## src/rtl/cpu_pkg.sv

```systemverilog
// rtl/cpu_pkg.sv - shared opcode/state types, flag indices and instruction field positions
package cpu_pkg;

    typedef enum logic [3:0] {
        OP_NOP   = 4'd0,
        OP_HLT   = 4'd1,
        OP_LDI   = 4'd2,
        OP_LD    = 4'd3,
        OP_ST    = 4'd4,
        OP_ADD   = 4'd5,
        OP_SUB   = 4'd6,
        OP_CMP   = 4'd7,
        OP_JMP   = 4'd8,
        OP_JF    = 4'd9,
        OP_IN    = 4'd10,
        OP_OUT   = 4'd11,
        OP_INC   = 4'd12,
        OP_DEC   = 4'd13,
        OP_ILL_E = 4'd14,
        OP_ILL_F = 4'd15
    } opcode_e;

    typedef enum logic [2:0] {
        ST_FETCH,
        ST_FETCH_IMM,
        ST_EXEC,
        ST_MEM,
        ST_IO_IN,
        ST_IO_OUT,
        ST_HALT
    } state_e;

    localparam int FLAG_Z      = 0;
    localparam int FLAG_G      = 1;
    localparam int FLAG_C      = 2;
    localparam int FLAG_ALWAYS = 3;

    localparam int OP_MSB = 15;
    localparam int OP_LSB = 12;
    localparam int RD_MSB = 11;
    localparam int RD_LSB = 9;
    localparam int RS_MSB = 8;
    localparam int RS_LSB = 6;

    // Opcodes followed by an immediate word at PC+1.
    function automatic logic needs_imm(input opcode_e op);
        return (op == OP_LDI) || (op == OP_JMP) || (op == OP_JF);
    endfunction

endpackage

```

## src/rtl/cpu_alu.sv

```systemverilog
// rtl/cpu_alu.sv - combinational ALU for ADD/SUB/CMP/INC/DEC with Z/G/C flags
module cpu_alu
    import cpu_pkg::*;
#(
    parameter int DATA_W = 16
) (
    input  opcode_e            op,
    input  logic [DATA_W-1:0]  a,
    input  logic [DATA_W-1:0]  b,
    output logic [DATA_W-1:0]  result,
    output logic               z,
    output logic               g,
    output logic               c
);

    localparam logic [DATA_W:0] WIDE_ONE = (DATA_W+1)'(1);

    logic [DATA_W:0] wide;

    // The extra top bit is carry for additions and borrow for subtractions.
    always_comb begin
        wide = '0;
        case (op)
            OP_ADD:         wide = {1'b0, a} + {1'b0, b};
            OP_SUB, OP_CMP: wide = {1'b0, a} - {1'b0, b};
            OP_INC:         wide = {1'b0, a} + WIDE_ONE;
            OP_DEC:         wide = {1'b0, a} - WIDE_ONE;
            default:        wide = '0;
        endcase
    end

    assign result = wide[DATA_W-1:0];
    assign c      = wide[DATA_W];
    assign z      = (result == '0);
    assign g      = (a > b);

endmodule

```

## src/rtl/param_cpu_core.sv

```systemverilog
// rtl/param_cpu_core.sv - parametrised multi-cycle CPU core with memory bus and I/O streams
module param_cpu_core
    import cpu_pkg::*;
#(
    parameter int                DATA_W   = 16,
    parameter int                ADDR_W   = 16,
    parameter logic [ADDR_W-1:0] RESET_PC = '0
) (
    input  logic              clk,
    input  logic              rst,
    output logic              mem_req,
    output logic              mem_we,
    output logic [ADDR_W-1:0] mem_addr,
    output logic [DATA_W-1:0] mem_wdata,
    input  logic              mem_ack,
    input  logic [DATA_W-1:0] mem_rdata,
    input  logic              in_valid,
    output logic              in_ready,
    input  logic [DATA_W-1:0] in_data,
    output logic              out_valid,
    input  logic              out_ready,
    output logic [DATA_W-1:0] out_data,
    output logic              halted,
    output logic              err
);

    localparam logic [ADDR_W-1:0] PC_ONE = ADDR_W'(1);

    state_e            state;
    logic [ADDR_W-1:0] pc;
    logic [DATA_W-1:0] regs [8];
    logic [DATA_W-1:0] imm;
    opcode_e           op_q;
    logic [2:0]        rd_idx;
    logic [2:0]        rs_idx;
    logic              flag_z;
    logic              flag_g;
    logic              flag_c;

    logic [DATA_W-1:0] rd_val;
    logic [DATA_W-1:0] rs_val;
    logic [DATA_W-1:0] alu_result;
    logic              alu_z;
    logic              alu_g;
    logic              alu_c;
    logic [3:0]        flag_vec;
    logic              jf_take;
    opcode_e           fetched_op;

    assign rd_val     = regs[rd_idx];
    assign rs_val     = regs[rs_idx];
    assign fetched_op = opcode_e'(mem_rdata[OP_MSB:OP_LSB]);

    always_comb begin
        flag_vec              = '0;
        flag_vec[FLAG_Z]      = flag_z;
        flag_vec[FLAG_G]      = flag_g;
        flag_vec[FLAG_C]      = flag_c;
        flag_vec[FLAG_ALWAYS] = 1'b1;
    end

    // rs[8:7] selects the flag, rs[6] is the polarity that must match.
    assign jf_take = (flag_vec[rs_idx[2:1]] == rs_idx[0]);

    cpu_alu #(
        .DATA_W (DATA_W)
    ) u_alu (
        .op     (op_q),
        .a      (rd_val),
        .b      (rs_val),
        .result (alu_result),
        .z      (alu_z),
        .g      (alu_g),
        .c      (alu_c)
    );

    always_ff @(posedge clk) begin
        if (rst) begin
            state     <= ST_FETCH;
            pc        <= RESET_PC;
            for (int i = 0; i < 8; i++) begin
                regs[i] <= '0;
            end
            imm       <= '0;
            op_q      <= OP_NOP;
            rd_idx    <= '0;
            rs_idx    <= '0;
            flag_z    <= 1'b0;
            flag_g    <= 1'b0;
            flag_c    <= 1'b0;
            mem_req   <= 1'b0;
            mem_we    <= 1'b0;
            mem_addr  <= '0;
            mem_wdata <= '0;
            in_ready  <= 1'b0;
            out_valid <= 1'b0;
            out_data  <= '0;
            halted    <= 1'b0;
            err       <= 1'b0;
        end else begin
            case (state)
                ST_FETCH: begin
                    // Outputs are registered, so the first fetch after reset spends one cycle raising mem_req.
                    if (!mem_req) begin
                        mem_req  <= 1'b1;
                        mem_we   <= 1'b0;
                        mem_addr <= pc;
                    end else if (mem_ack) begin
                        op_q   <= fetched_op;
                        rd_idx <= mem_rdata[RD_MSB:RD_LSB];
                        rs_idx <= mem_rdata[RS_MSB:RS_LSB];
                        pc     <= pc + PC_ONE;
                        if (needs_imm(fetched_op)) begin
                            state    <= ST_FETCH_IMM;
                            mem_addr <= pc + PC_ONE;
                        end else begin
                            state   <= ST_EXEC;
                            mem_req <= 1'b0;
                        end
                    end
                end
                ST_FETCH_IMM: begin
                    if (mem_ack) begin
                        imm     <= mem_rdata;
                        pc      <= pc + PC_ONE;
                        mem_req <= 1'b0;
                        state   <= ST_EXEC;
                    end
                end
                ST_EXEC: begin
                    state    <= ST_FETCH;
                    mem_req  <= 1'b1;
                    mem_we   <= 1'b0;
                    mem_addr <= pc;
                    case (op_q)
                        OP_NOP: ;
                        OP_HLT: begin
                            state   <= ST_HALT;
                            mem_req <= 1'b0;
                            halted  <= 1'b1;
                        end
                        OP_LDI: regs[rd_idx] <= imm;
                        OP_LD: begin
                            state    <= ST_MEM;
                            mem_addr <= rs_val[ADDR_W-1:0];
                        end
                        OP_ST: begin
                            state     <= ST_MEM;
                            mem_we    <= 1'b1;
                            mem_addr  <= rd_val[ADDR_W-1:0];
                            mem_wdata <= rs_val;
                        end
                        OP_ADD, OP_SUB, OP_INC, OP_DEC: begin
                            regs[rd_idx] <= alu_result;
                            flag_z       <= alu_z;
                            flag_c       <= alu_c;
                        end
                        OP_CMP: begin
                            flag_z <= alu_z;
                            flag_g <= alu_g;
                            flag_c <= alu_c;
                        end
                        OP_JMP: begin
                            pc       <= imm[ADDR_W-1:0];
                            mem_addr <= imm[ADDR_W-1:0];
                        end
                        OP_JF: begin
                            if (jf_take) begin
                                pc       <= imm[ADDR_W-1:0];
                                mem_addr <= imm[ADDR_W-1:0];
                            end
                        end
                        OP_IN: begin
                            state    <= ST_IO_IN;
                            mem_req  <= 1'b0;
                            in_ready <= 1'b1;
                        end
                        OP_OUT: begin
                            state     <= ST_IO_OUT;
                            mem_req   <= 1'b0;
                            out_valid <= 1'b1;
                            out_data  <= rs_val;
                        end
                        default: begin
                            state   <= ST_HALT;
                            mem_req <= 1'b0;
                            err     <= 1'b1;
                            halted  <= 1'b1;
                        end
                    endcase
                end
                ST_MEM: begin
                    if (mem_ack) begin
                        if (!mem_we) begin
                            regs[rd_idx] <= mem_rdata;
                        end
                        mem_we   <= 1'b0;
                        mem_addr <= pc;
                        state    <= ST_FETCH;
                    end
                end
                ST_IO_IN: begin
                    if (in_valid) begin
                        regs[rd_idx] <= in_data;
                        in_ready     <= 1'b0;
                        mem_req      <= 1'b1;
                        mem_we       <= 1'b0;
                        mem_addr     <= pc;
                        state        <= ST_FETCH;
                    end
                end
                ST_IO_OUT: begin
                    if (out_ready) begin
                        out_valid <= 1'b0;
                        mem_req   <= 1'b1;
                        mem_we    <= 1'b0;
                        mem_addr  <= pc;
                        state     <= ST_FETCH;
                    end
                end
                ST_HALT: ;
                default: begin
                    state   <= ST_HALT;
                    mem_req <= 1'b0;
                    halted  <= 1'b1;
                end
            endcase
        end
    end

endmodule

```

## config.mk

```make
export PLATFORM = sky130hd
export DESIGN_NAME = param_cpu_core
export DESIGN_NICKNAME = d
export VERILOG_FILES = /design/src/rtl/cpu_pkg.sv /design/src/rtl/cpu_alu.sv /design/src/rtl/param_cpu_core.sv
export SDC_FILE = /design/constraint.sdc
export NUM_CORES = 1
export LEC_CHECK = 0
export CELL_PAD_IN_SITES_DETAIL_PLACEMENT = 1
export CELL_PAD_IN_SITES_GLOBAL_PLACEMENT = 2
export CORE_AREA = 2 2 230 232
export CTS_BUF_LIST = sky130_fd_sc_hd__clkbuf_16
export DETAILED_ROUTE_END_ITERATION = 16
export DIE_AREA = 0 0 232 234
export PLACE_DENSITY = 0.75
export SLEW_MARGIN = 25
export SYNTH_ARGS = -nofsm -noshare
export SYNTH_HDL_FRONTEND = slang
export SYNTH_HIERARCHICAL = 1
export SYNTH_SLANG_ARGS = --single-unit
```

## constraint.sdc

```tcl
create_clock -name clk -period 5.7 [get_ports clk]
set_input_delay 1.425 -clock clk [delete_from_list [all_inputs] [get_ports clk]]
set_output_delay 1.425 -clock clk [all_outputs]
set_load 0.02 [all_outputs]
```

==> results of run 1 <==
-- cell usage in the layout, fill, tap and decap left out, types with 7 or more instances in the layout --
cell and n:
a31oi_1 37, edfxtp_1 128, a21oi_1 149, clkinv_1 10, and2_1 7, inv_1 45, o21a_1 7, o211ai_1 9
nand4_1 19, o221ai_1 14, xor2_1 8, clkbuf_16 27, nand2_1 129, mux2_2 30, a211oi_1 54, nand2b_1 25
or3_1 8, mux2i_1 65, o22ai_1 20, a21o_1 10, nand3_1 33, nor2b_1 21, buf_4 67, xnor2_1 25
and3_1 19, mux4_2 47, dfxtp_1 104, clkdlybuf4s50_1 89, ha_1 33, nor2_1 244, o21ai_1 12, nor3_1 31
o21ai_0 73
-- routing by layer --
metal / share of wire (%) / routed length, um / GRT usage [%] / vias to the layer above
met2: 46 / 29310 / 37.54 / 526
met3: 5.9 / 3742 / 2.894 / 127
met4: 4.4 / 2788 / 9.054 / 0
met5: 0 / 0 / 0 / -
li1: - / - / - / 6391
met1: 44 / 27690 / 30.75 / 7229
-- where the power goes --
group          switching (uW)  internal [uW]  leakage (uW)  total (uW)
clock network             776            959      0.000434        1730
registers                 184           1930       0.00220        2120
logic                    2020           1190       0.00345        3210
total                    2980           4080       0.00608        7060
-- worst min-delay path, delay by kind of cell (launching register included) --
| kind | cells | cell delay [ps] |
|---|---|---|
| DFF | 1 | 310 |
| and+or+nand+nor | 1 | 50 |
| AOI/OAI and AO/OA | 1 | 50 |
-- what timing repair did --
| item | 4_1_cts | 5_1_grt |
|---|---|---|
| buffers inserted | 0 | 3 |
| gates resized for setup | 0 | 13 |
| endpoints found under the setup margin | 0 | 40 |
-- sequential cells by signal, indices dropped and copies added, names as in the netlist, named ones only --
name / flops
err: 1
flag_c: 1
flag_g: 1
flag_z: 1
halted: 1
imm: 16
in_ready: 1
mem_addr: 16
mem_req: 1
mem_wdata: 16
mem_we: 1
op_q: 4
out_data: 16
out_valid: 1
pc: 16
rd_idx: 3
regs: 128
rs_idx: 3
state: 3
-- how the worst min path moves through the flow --
stage | slack, ps | cells after the start | to | start
3_5_place_dp | 450 | 2 | mem_wdata[15]$_SDFFE_PP0P_ | mem_wdata[15]$_SDFFE_PP0P_
5_1_grt | 480 | 2 | mem_wdata[15]$_SDFFE_PP0P_ | mem_wdata[15]$_SDFFE_PP0P_
2_1_floorplan | 450 | 2 | imm[10]$_SDFFE_PP0P_ | imm[10]$_SDFFE_PP0P_
3_3_place_gp | 450 | 2 | mem_wdata[15]$_SDFFE_PP0P_ | mem_wdata[15]$_SDFFE_PP0P_
6_report | 460 | 2 | mem_wdata[15]$_SDFFE_PP0P_ | mem_wdata[15]$_SDFFE_PP0P_
4_1_cts | 460 | 2 | mem_wdata[15]$_SDFFE_PP0P_ | mem_wdata[15]$_SDFFE_PP0P_
-- area by class of cell --
| type | count | area, um2 | share of cell area [%] |
|---|---|---|---|
| Sequential cell | 236 | 6013 | 33.43 |
| Clock inverter | 23 | 178.9 | 0.9948 |
| Timing Repair Buffer | 158 | 1416 | 7.875 |
| Inverter | 47 | 176.4 | 0.9809 |
| Tap cell | 688 | 860.8 | 4.786 |
| Clock buffer | 27 | 675.6 | 3.757 |
| Multi-Input combinational cell | 1268 | 8665 | 48.17 |
-- metrics by stage --
stage / total power (uW) / setup WS [ps] / hold WS [ps] / cells
3_3_place_gp: 5216 / 227.0 / 446.2 / 2394
2_1_floorplan: 4158 / 880.3 / 448.7 / 1679
5_1_grt: 7410 / 7.515 / 478.9 / 2447
6_report: 7063 / 303.4 / 457.5 / 2447
3_5_place_dp: 5276 / 48.09 / 451.0 / 2394
4_1_cts: 7022 / 9.612 / 459.2 / 2444
-- kinds of logic (layout without fill, tap and decap cells) --
group / count (synthesis) / after routing / synth area share (%)
DFF: 236 / 236 / 39.11
buffers and inverters: 175 / 255 / 4.937
adders and majority gates: 36 / 36 / 3.031
AOI/OAI and AO/OA: 462 / 462 / 19.17
muxes: 143 / 143 / 13.39
and+or+nand+nor: 594 / 594 / 18.48
xor gates and xnor gates: 33 / 33 / 1.882
==> results.txt, run 1 <==
----------------------------------------------------
[Critical path]
  Number of cells on the worst reg-to-reg path ... 22
  Slowest-stage cell, CP ... a211oi_1
  Worst flop-to-flop path endpoint ... regs[4][15]$_SDFFCE_PN0P_
  Cell-by-cell trace of the critical path ... buf_4 -> mux2_2 -> o221ai_1 -> inv_1 -> nor3_2 -> and3_1 -> and3_1 -> xnor2_1 -> a21oi_1 -> ha_1 -> o21ai_0 -> a21oi_1 -> a311oi_1 -> buf_4 -> nand2_1 -> a21oi_1 -> a211oi_1 -> o311ai_1 -> mux2i_1 -> a211oi_1 -> a21oi_2 -> nor2_1
  Reg2reg setup slack ... 300 ps
  Crit Path Max Fanout ... 8
  Category of the worst setup path capture point ... flip-flop
  CP Capture Point ... regs[4][15]$_SDFFCE_PN0P_
  Most numerous cell on the critical path ... a21oi_1
  Critical path depth in cells ... 22
  Data required time of the critical path ... 6110 ps
  Category of the most critical setup path ... reg2reg
  Kind of start point of the critical path ... flip-flop
  Crit path buf inv count ... 3
  Top Family by Delay on Critical Path ... compound AO/OA/AOI/OAI gates
  Arrival time reported for the critical path endpoint ... 5810 ps
  CP max stage delay ... 600 ps

[Timing]
  Portion of the clock cycle consumed by the worst path in the final layout ... 94.68%
  Slew at the pin with the worst max-slew slack ... 1071 ps
  Post-layout min period ... 5397 ps
  Final sum of negative setup slack ... 0 ps
  Worst slew slack as a fraction of its limit ... 28.09%
  Final Slew Violations ... 0
  Setup violation total in the final timing report ... 0
  RSZ-0062 raised after global routing ... false
  Hold violation total from the final report ... 0
  Skew final ... 15.03 ps
  Maximum achievable frequency ... 185.3 MHz

[Worst hold path]
  Worst hold path class ... reg2reg

[Clock tree]
  Clock root cell ... clkbuf_16
  Post-CTS Hold Fix Bufs ... 0
  Clock Sinks ... 236
  Clk_lat worst skew ... 580 ps
  TritonCTS clock tree ... yes
  Count of H-tree levels built during CTS ... 1
  Clock slew at reported path FFs ... 60 ps
  Largest buffer count on any clock path ... 3
  Number of CTS-inserted buffers ... 27

[Drt]
  Post-route antenna net violation count ... 0
  Average wire per cell in the routed design ... 25.96 um
  Total iterations of the first detailed-routing run ... 5
  Final WL ... 63.53 mm
  Detailed Route Iter0 Violations ... 1187
  Residual DRC count ... 0
  Via count ... 14273
  Via count normalized by instance count ... 5.833

[Job]
  Count of max-cap constraint violations ... 0

[GRT]
  Global-route wire length before repair ... 93.36 mm
  Total gr overflow ... 0
  Largest net degree at the start of global routing ... 74
  Number of antenna violations at the first check in global routing ... 0
  GRT Overall Usage ... 22.92%
  Vias in the first global route ... 14382

[Placement]
  Number of buffers added on ports ... 90
  Final GP Congestion ... 0.9039
  Placed cell area ... 17050 um2
  Estimated wirelength of the detail-placed design ... 46.36 mm

[Run status]
  Run status ... finished clean

[Logic synthesis]
  Post-Syn Area ... 15360 um2
  Number of distinct library cell variants in the gate-level netlist after synthesis ... 90
  Synth area leader ... edfxtp_1
  EDFF count, synth ... 128
  Async set-or-reset flop fraction in the synthesized netlist ... 0%
  Cell types with the highest counts after synthesis ... 246 x nor2_1, 150 x a21oi_1, 130 x nand2_1
  Dominant register cell in the synthesized netlist ... edfxtp_1
  Cell with the most instances after synthesis ... nor2_1
  Biggest area contributors in the synthesized netlist ... edfxtp_1 25%, dfxtp_1 14%, mux4_2 6.9%
  Average footprint of a synthesized cell ... 9.147 um2
  Area fraction of the dominant cell type after synthesis ... 25.03%
  Yosys warnings ... 6
  Seq/Total Area, Yosys ... 39.11%
  Mapped Nets ... 1752
  Syn Inst Count ... 1679
  Number of synthesized register bits ... 236

[Floorplanning]
  Die area ... 54290 um2
  Number of placement rows ... 84
  Die Y ... 234 um
  DIE WIDTH ... 232 um
  Area of the core region ... 52020 um2
  Total I/O pin count ... 91
  Effective utilization at floorplan ... 29.52%

[Final layout]
  Number of filler instances in the final layout ... 5987
  Area added between synthesis and finish ... 17.12%
  Layout Nets ... 1811
  Final instance area ... 17990 um2
  Core Util, Final ... 34.57%
  Fraction of final layout cells sized beyond drive strength 1 ... 13.19%
  Antenna diode count ... 0

[Power and ir drop]
  Worst vdd ir ... 0.0002101 V
  Leakage power figure ... 0.006079 uW
  Power per standard cell area ... 392.7 nW/um2

----------------------------------------------------
No activity file was read; power rests on OpenSTA's default activity.
==> run 2: changes to the inputs <==
CORE_AREA = 2 2 205 207   (was 2 2 230 232)
DIE_AREA = 0 0 207 209   (was 0 0 232 234)
PLACE_DENSITY = 0.89   (was 0.75)
==> results.txt, run 2 (same netlist as run 1, synthesis figures left out) <==
----------------------------------------------------
[Run status]
  Run status ... finished clean

[Power and ir drop]
  Clock power frac ... 25.6%
  Leakage power figure ... 0.006197 uW
  Cell-internal power ... 4206 uW
  Sw Share ... 41.51%
  Combinational Power Share ... 44.9%
  Relative contribution of sequential cells to total power ... 29.5%
  Power per standard cell area ... 400.3 nW/um2
  Switch Pwr ... 2985 uW
  Worst vdd ir ... 0.0002661 V

[Timing]
  Portion of the clock cycle consumed by the worst path in the final layout ... 95.61%
  Slew at the pin with the worst max-slew slack ... 968.4 ps
  Fin Hold WS ... 457.3 ps
  Skew final ... 25.71 ps
  Maximum achievable frequency ... 183.5 MHz
  Final Slew Violations ... 0
  Worst slew slack as a fraction of its limit ... 35.44%
  Setup slack after layout ... 250.0 ps
  Setup violation total in the final timing report ... 0
  Hold violation total from the final report ... 0
  Post-layout min period ... 5450 ps
  Final sum of negative setup slack ... 0 ps

[Drt]
  Post-route antenna net violation count ... 0
  Via count ... 14424
  Average wire per cell in the routed design ... 26.89 um
  Final WL ... 62.18 mm
  Residual DRC count ... 0
  Total iterations of the first detailed-routing run ... 5
  Detailed Route Iter0 Violations ... 1252
  Via count normalized by instance count ... 6.239

[Floorplanning]
  Effective utilization at floorplan ... 37.19%
  DIE WIDTH ... 207 um
  Total I/O pin count ... 91
  Die Y ... 209 um
  Number of placement rows ... 75
  Die area ... 43260 um2
  Area of the core region ... 41290 um2

[Clock tree]
  Clock Sinks ... 236
  TritonCTS clock tree ... yes
  Number of CTS-inserted buffers ... 27
  Largest buffer count on any clock path ... 3
  Clock slew at reported path FFs ... 60 ps
  Count of H-tree levels built during CTS ... 1
  Post-CTS setup-driven buffer insertion count ... 0
  Clk_lat worst skew ... 590 ps
  Clock root cell ... clkbuf_16

[GRT]
  Number of antenna violations at the first check in global routing ... 0
  Vias in the first global route ... 14700
  Total gr overflow ... 0
  Largest net degree at the start of global routing ... 46
  GRT Overall Usage ... 28.05%
  Global-route wire length before repair ... 93.23 mm

[Final layout]
  Number of filler instances in the final layout ... 4727
  Most frequent cells in the layout ... 243 x nor2_1, 149 x a21oi_1, 130 x nand2_1, 128 x edfxtp_1, 105 x dfxtp_1
  Final instance area ... 17960 um2
  Largest register FFs ... 128
  Fraction of final layout cells sized beyond drive strength 1 ... 13.93%
  Register with the most flip-flops ... regs
  Antenna diode count ... 0
  Layout Nets ... 1825
  Leading cell type in the layout, fill and taps excluded ... nor2_1
  Area added between synthesis and finish ... 16.98%
  Core Util, Final ... 43.51%

[Critical path]
  Arrival time reported for the critical path endpoint ... 5780 ps
  CP max stage delay ... 550 ps
  Slowest-stage cell, CP ... mux4_2
  Kind of start point of the critical path ... flip-flop
  Top Family by Delay on Critical Path ... compound AO/OA/AOI/OAI gates
  Cell-by-cell trace of the critical path ... mux4_2 -> nor2b_1 -> a221oi_1 -> buf_4 -> nor2_1 -> nand2_1 -> nor3_2 -> buf_4 -> nand3_1 -> nor3_2 -> xnor2_1 -> a21oi_1 -> ha_1 -> and4_1 -> a311oi_1 -> buf_4 -> o21ai_1 -> a211oi_2 -> o311ai_2 -> mux2i_1 -> a211oi_1 -> a21oi_2 -> nor2_1
  Most numerous cell on the critical path ... buf_4
  Category of the most critical setup path ... reg2reg
  Crit path buf inv count ... 3
  Category of the worst setup path capture point ... flip-flop
  Crit Path Max Fanout ... 13
  Data required time of the critical path ... 6030 ps

[Placement]
  Estimated wirelength of the detail-placed design ... 45.56 mm
  Final GP Congestion ... 0.9687
  Pre-CTS setup slack ... -56.35 ps
  Number of buffers added on ports ... 90
  Placed cell area ... 16990 um2

[Worst hold path]
  HP Start ... mem_wdata[15]$_SDFFE_PP0P_
  Worst hold path class ... reg2reg

[Job]
  Count of max-cap constraint violations ... 0

----------------------------------------------------
## run 2: cell count changes in the layout (fill, tap and decap cells not counted), sizes merged
cell | before | now
buf | 69 | 83
bufinv | 2 | 3
clkbuf | 27 | 29
clkinv | 18 | 12
inv | 49 | 52
## run 2: worst paths after layout
kind | endpoint | slack [ps] | cells past startpoint
hold reg to reg | mem_wdata[15]$_SDFFE_PP0P_ | 460 | 2
setup reg to reg | regs[7][15]$_SDFFCE_PN0P_ | 250 | 23
setup / recovery | regs[7][15]$_SDFFCE_PN0P_ | 250 | 23
hold / removal | mem_wdata[15]$_SDFFE_PP0P_ | 460 | 2
## run 2: cell type report
cell class	count	area, um2	share of cell area [%]
tap	539	674.4	3.754
multi-input combinational	1268	8668	48.25
clock inverter	21	192.7	1.073
clock buffer	29	725.7	4.040
timing repair buffer	172	1515	8.434
inverter	47	176.4	0.9820
sequential	236	6012	33.47
## run 2: repair_timing
action / in CTS / in global routing
setup endpoints to repair: 8 / 38
gates resized for setup: 1 / 10
pin swaps: 0 / 1
hold buffers: 0 / 0
cloned: 0 / 0
## run 2: worst register-to-register path: stages, from the launching register on
cell and delay [ps]:
dfxtp_4 470, mux4_2 550, nor2b_1 190, a221oi_1 70, buf_4 190, nor2_1 200
nand2_1 130, nor3_2 150, buf_4 150, nand3_1 130, nor3_2 180, xnor2_1 140
a21oi_1 90, ha_1 360, and4_1 230, a311oi_1 330, buf_4 190, o21ai_1 110
a211oi_2 360, o311ai_2 210, mux2i_1 200, a211oi_1 150, a21oi_2 320, nor2_1 100
## run 2: stage by stage
stage          power [uW]  instances
2_1_floorplan        4158       1679
3_3_place_gp         5223       2262
3_5_place_dp         5287       2262
4_1_cts              7129       2312
5_1_grt              7513       2312
6_report             7191       2312
## run 2: power by group through the flow
| stage | Clock, uW | Combinational (uW) | Sequential [uW] |
|---|---|---|---|
| 4_1_cts | 1850 | 3160 | 2120 |
| 6_report | 1840 | 3230 | 2120 |
| 3_5_place_dp | 0 | 3140 | 2150 |
| 3_3_place_gp | 0 | 3080 | 2140 |
| 5_1_grt | 1910 | 3470 | 2140 |
| 2_1_floorplan | 0 | 2060 | 2100 |
## run 2: per-layer routing
metal	GRT usage [%]	vias to the layer above	wire length [um]
li1	-	6412	-
met3	4.088	178	4310
met2	47.15	573	29390
met1	35.30	7261	25160
met5	0	-	0
met4	13.97	0	3308
==> run 3: changes to the inputs <==
CORE_AREA = 2 2 213 215   (was 2 2 205 207)
DIE_AREA = 0 0 215 217   (was 0 0 207 209)
PLACE_DENSITY = 0.87   (was 0.89)
SETUP_SLACK_MARGIN = 0.02   (was default)
clock period = 4.85 ns   (was 5.7 ns; I/O delays follow)
==> results.txt, run 3 (same netlist as run 1, synthesis figures left out) <==
----------------------------------------------------
[Clock tree]
  Clock slew at reported path FFs ... 70 ps
  Count of H-tree levels built during CTS ... 1
  Post-CTS Hold Fix Bufs ... 0
  Clk_lat worst skew ... 580 ps
  TritonCTS clock tree ... yes
  Largest buffer count on any clock path ... 3
  Clock root cell ... clkbuf_16
  Clock Sinks ... 236
  Number of CTS-inserted buffers ... 26

[Final layout]
  Layout Nets ... 1967
  Antenna diode count ... 0
  Number of standard cells in the final layout excluding fillers ... 2514
  Largest register FFs ... 128
  Fraction of final layout cells sized beyond drive strength 1 ... 23.98%
  Most frequent cells in the layout ... 239 x nor2_1, 212 x buf_4, 136 x a21oi_1, 128 x nand2_1, 128 x edfxtp_1
  Number of filler instances in the final layout ... 5153
  Final instance area ... 19590 um2
  Area added between synthesis and finish ... 27.57%
  Leading cell type in the layout, fill and taps excluded ... nor2_1
  Register with the most flip-flops ... regs

[Floorplanning]
  Die Y ... 217 um
  DIE WIDTH ... 215 um
  Area of the core region ... 44700 um2
  Effective utilization at floorplan ... 34.36%
  Number of placement rows ... 78
  Die area ... 46660 um2
  Total I/O pin count ... 91

[Worst hold path]
  HP Start ... out_data[3]$_SDFFE_PP0P_
  Hold endpoint ... out_data[3]$_SDFFE_PP0P_
  Worst hold path class ... reg2reg
  Hold depth ... 2

[GRT]
  Global-route wire length before repair ... 98.96 mm
  GRT Overall Usage ... 27.86%
  GR met2 Demand/Resource ... 46.67%
  Total gr overflow ... 0
  Routing layer with the top usage in global route ... met2
  Vias in the first global route ... 15673
  Met3 GRT Util ... 4.305%
  Number of antenna violations at the first check in global routing ... 0
  Largest net degree at the start of global routing ... 53
  GR met1 Demand/Resource ... 35.26%

[Power and ir drop]
  Worst vdd ir ... 0.0002729 V
  Combinational Power Share ... 50.2%
  Power per standard cell area ... 466.6 nW/um2
  Switch Pwr ... 3777 uW
  Final Power ... 9141 uW
  Clock power frac ... 22.1%
  Relative contribution of sequential cells to total power ... 27.7%
  Sw Share ... 41.32%
  Leakage power figure ... 0.006964 uW
  Cell-internal power ... 5364 uW

[Timing]
  Slew at the pin with the worst max-slew slack ... 1072 ps
  Maximum achievable frequency ... 197.7 MHz
  Skew final ... 20.27 ps
  Portion of the clock cycle consumed by the worst path in the final layout ... 104.3%
  Setup violation total in the final timing report ... 41
  Hold violation total from the final report ... 0
  RSZ-0062 raised after global routing ... true
  Post-layout min period ... 5058 ps
  Setup slack after layout ... -208.4 ps
  Worst slew slack as a fraction of its limit ... 28.02%
  Final sum of negative setup slack ... -3960 ps
  Final Slew Violations ... 0

[Critical path]
  Number of cells on the worst reg-to-reg path ... 24
  Category of the worst setup path capture point ... flip-flop
  Crit Path Max Fanout ... 8
  Reg2reg setup slack ... -210 ps
  Arrival time reported for the critical path endpoint ... 5480 ps
  Category of the most critical setup path ... reg2reg
  Data required time of the critical path ... 5270 ps
  Kind of start point of the critical path ... flip-flop
  Worst flop-to-flop path endpoint ... regs[4][15]$_SDFFCE_PN0P_

[Placement]
  Placed cell count ... 2399
  Pre-CTS setup slack ... -467.5 ps
  Estimated wirelength of the detail-placed design ... 47.07 mm
  Final GP Congestion ... 0.9107
  Number of buffers added on ports ... 90
  Placed cell area ... 17690 um2

[Drt]
  Average wire per cell in the routed design ... 27.02 um
  Via count ... 15387
  Post-route antenna net violation count ... 0
  Final WL ... 67.93 mm
  Residual DRC count ... 0
  Via count normalized by instance count ... 6.121
  Detailed Route Iter0 Violations ... 1666
  Total iterations of the first detailed-routing run ... 5

[Run status]
  Violated checks ... negative setup slack
  Run status ... complete, but fails checks

[Job]
  Count of max-cap constraint violations ... 0

----------------------------------------------------
run 3: per-stage QoR:
step | hold WS (ps) | util, %
after global routing | 483.4 | 43.83
final | 467.6 | 43.83
after global placement | 444.3 | 39.58
after CTS | 469.9 | 42.95
after detailed placement | 450.8 | 39.58
after floorplan | 448.7 | -
run 3: final cells by class:
| cell class | count | area, um2 | share of cell area (%) |
|---|---|---|---|
| Multi-Input combinational cell | 1268 | 9095 | 46.42 |
| Clock inverter | 22 | 198.9 | 1.015 |
| Tap cell | 600 | 750.7 | 3.832 |
| Inverter | 47 | 176.4 | 0.9005 |
| Timing Repair Buffer | 315 | 2703 | 13.79 |
| Clock buffer | 26 | 650.6 | 3.321 |
| Sequential cell | 236 | 6017 | 30.71 |
run 3: what timing repair did:
item,CTS,global route
setup endpoints to repair,46,93
gates cloned,1,0
endpoints found under the hold margin,0,0
pin swaps,16,42
gates resized for setup,41,73
setup buffers,61,8
run 3: worst max-delay path by stage:
stage | startpoint | to | slack, ps | cells past startpoint
detailed placement | flip-flop | regs[2][15]$_SDFFCE_PN0P_ | -470 | 21
floorplan | flip-flop | regs[0][15]$_SDFFCE_PN0P_ | 30 | 20
global placement | flip-flop | regs[1][15]$_SDFFCE_PN0P_ | -130 | 21
finish | flip-flop | regs[4][15]$_SDFFCE_PN0P_ | -210 | 24
global route | flip-flop | regs[6][15]$_SDFFCE_PN0P_ | -310 | 23
CTS | flip-flop | flag_z$_SDFFE_PP0P_ | 20 | 22
run 3: per-layer routing:
| metal | part of all wire (%) | wire length, um |
|---|---|---|
| met2 | 47 | 31920 |
| met5 | 0 | 0 |
| met3 | 7.3 | 4991 |
| met1 | 40 | 27070 |
| met4 | 5.8 | 3953 |
run 3: power by group through the flow:
| stage | registers, uW | logic [uW] | clock network, uW |
|---|---|---|---|
| 2_1_floorplan | 2470 | 2420 | 0 |
| 3_3_place_gp | 2540 | 3930 | 0 |
| 3_5_place_dp | 2560 | 4000 | 0 |
| 4_1_cts | 2520 | 4250 | 2040 |
| 5_1_grt | 2550 | 4850 | 2120 |
| 6_report | 2530 | 4590 | 2020 |
run 3: worst max-delay path, stage by stage (launching register included):
cell and delay, ps:
dfxtp_4 460, mux4_2 600, mux2i_4 240, inv_2 90, inv_2 80, nand2_2 80
nor3_4 230, buf_6 130, nand3_1 110, nor3_2 160, xnor2_1 140, a21oi_1 100
ha_1 370, and4_1 260, a311oi_1 310, buf_4 200, nand2_1 70, a21oi_2 160
a211oi_2 70, o311ai_2 110, mux2i_1 160, a211oi_2 420, a21oi_2 60, buf_6 160
nor2_1 120
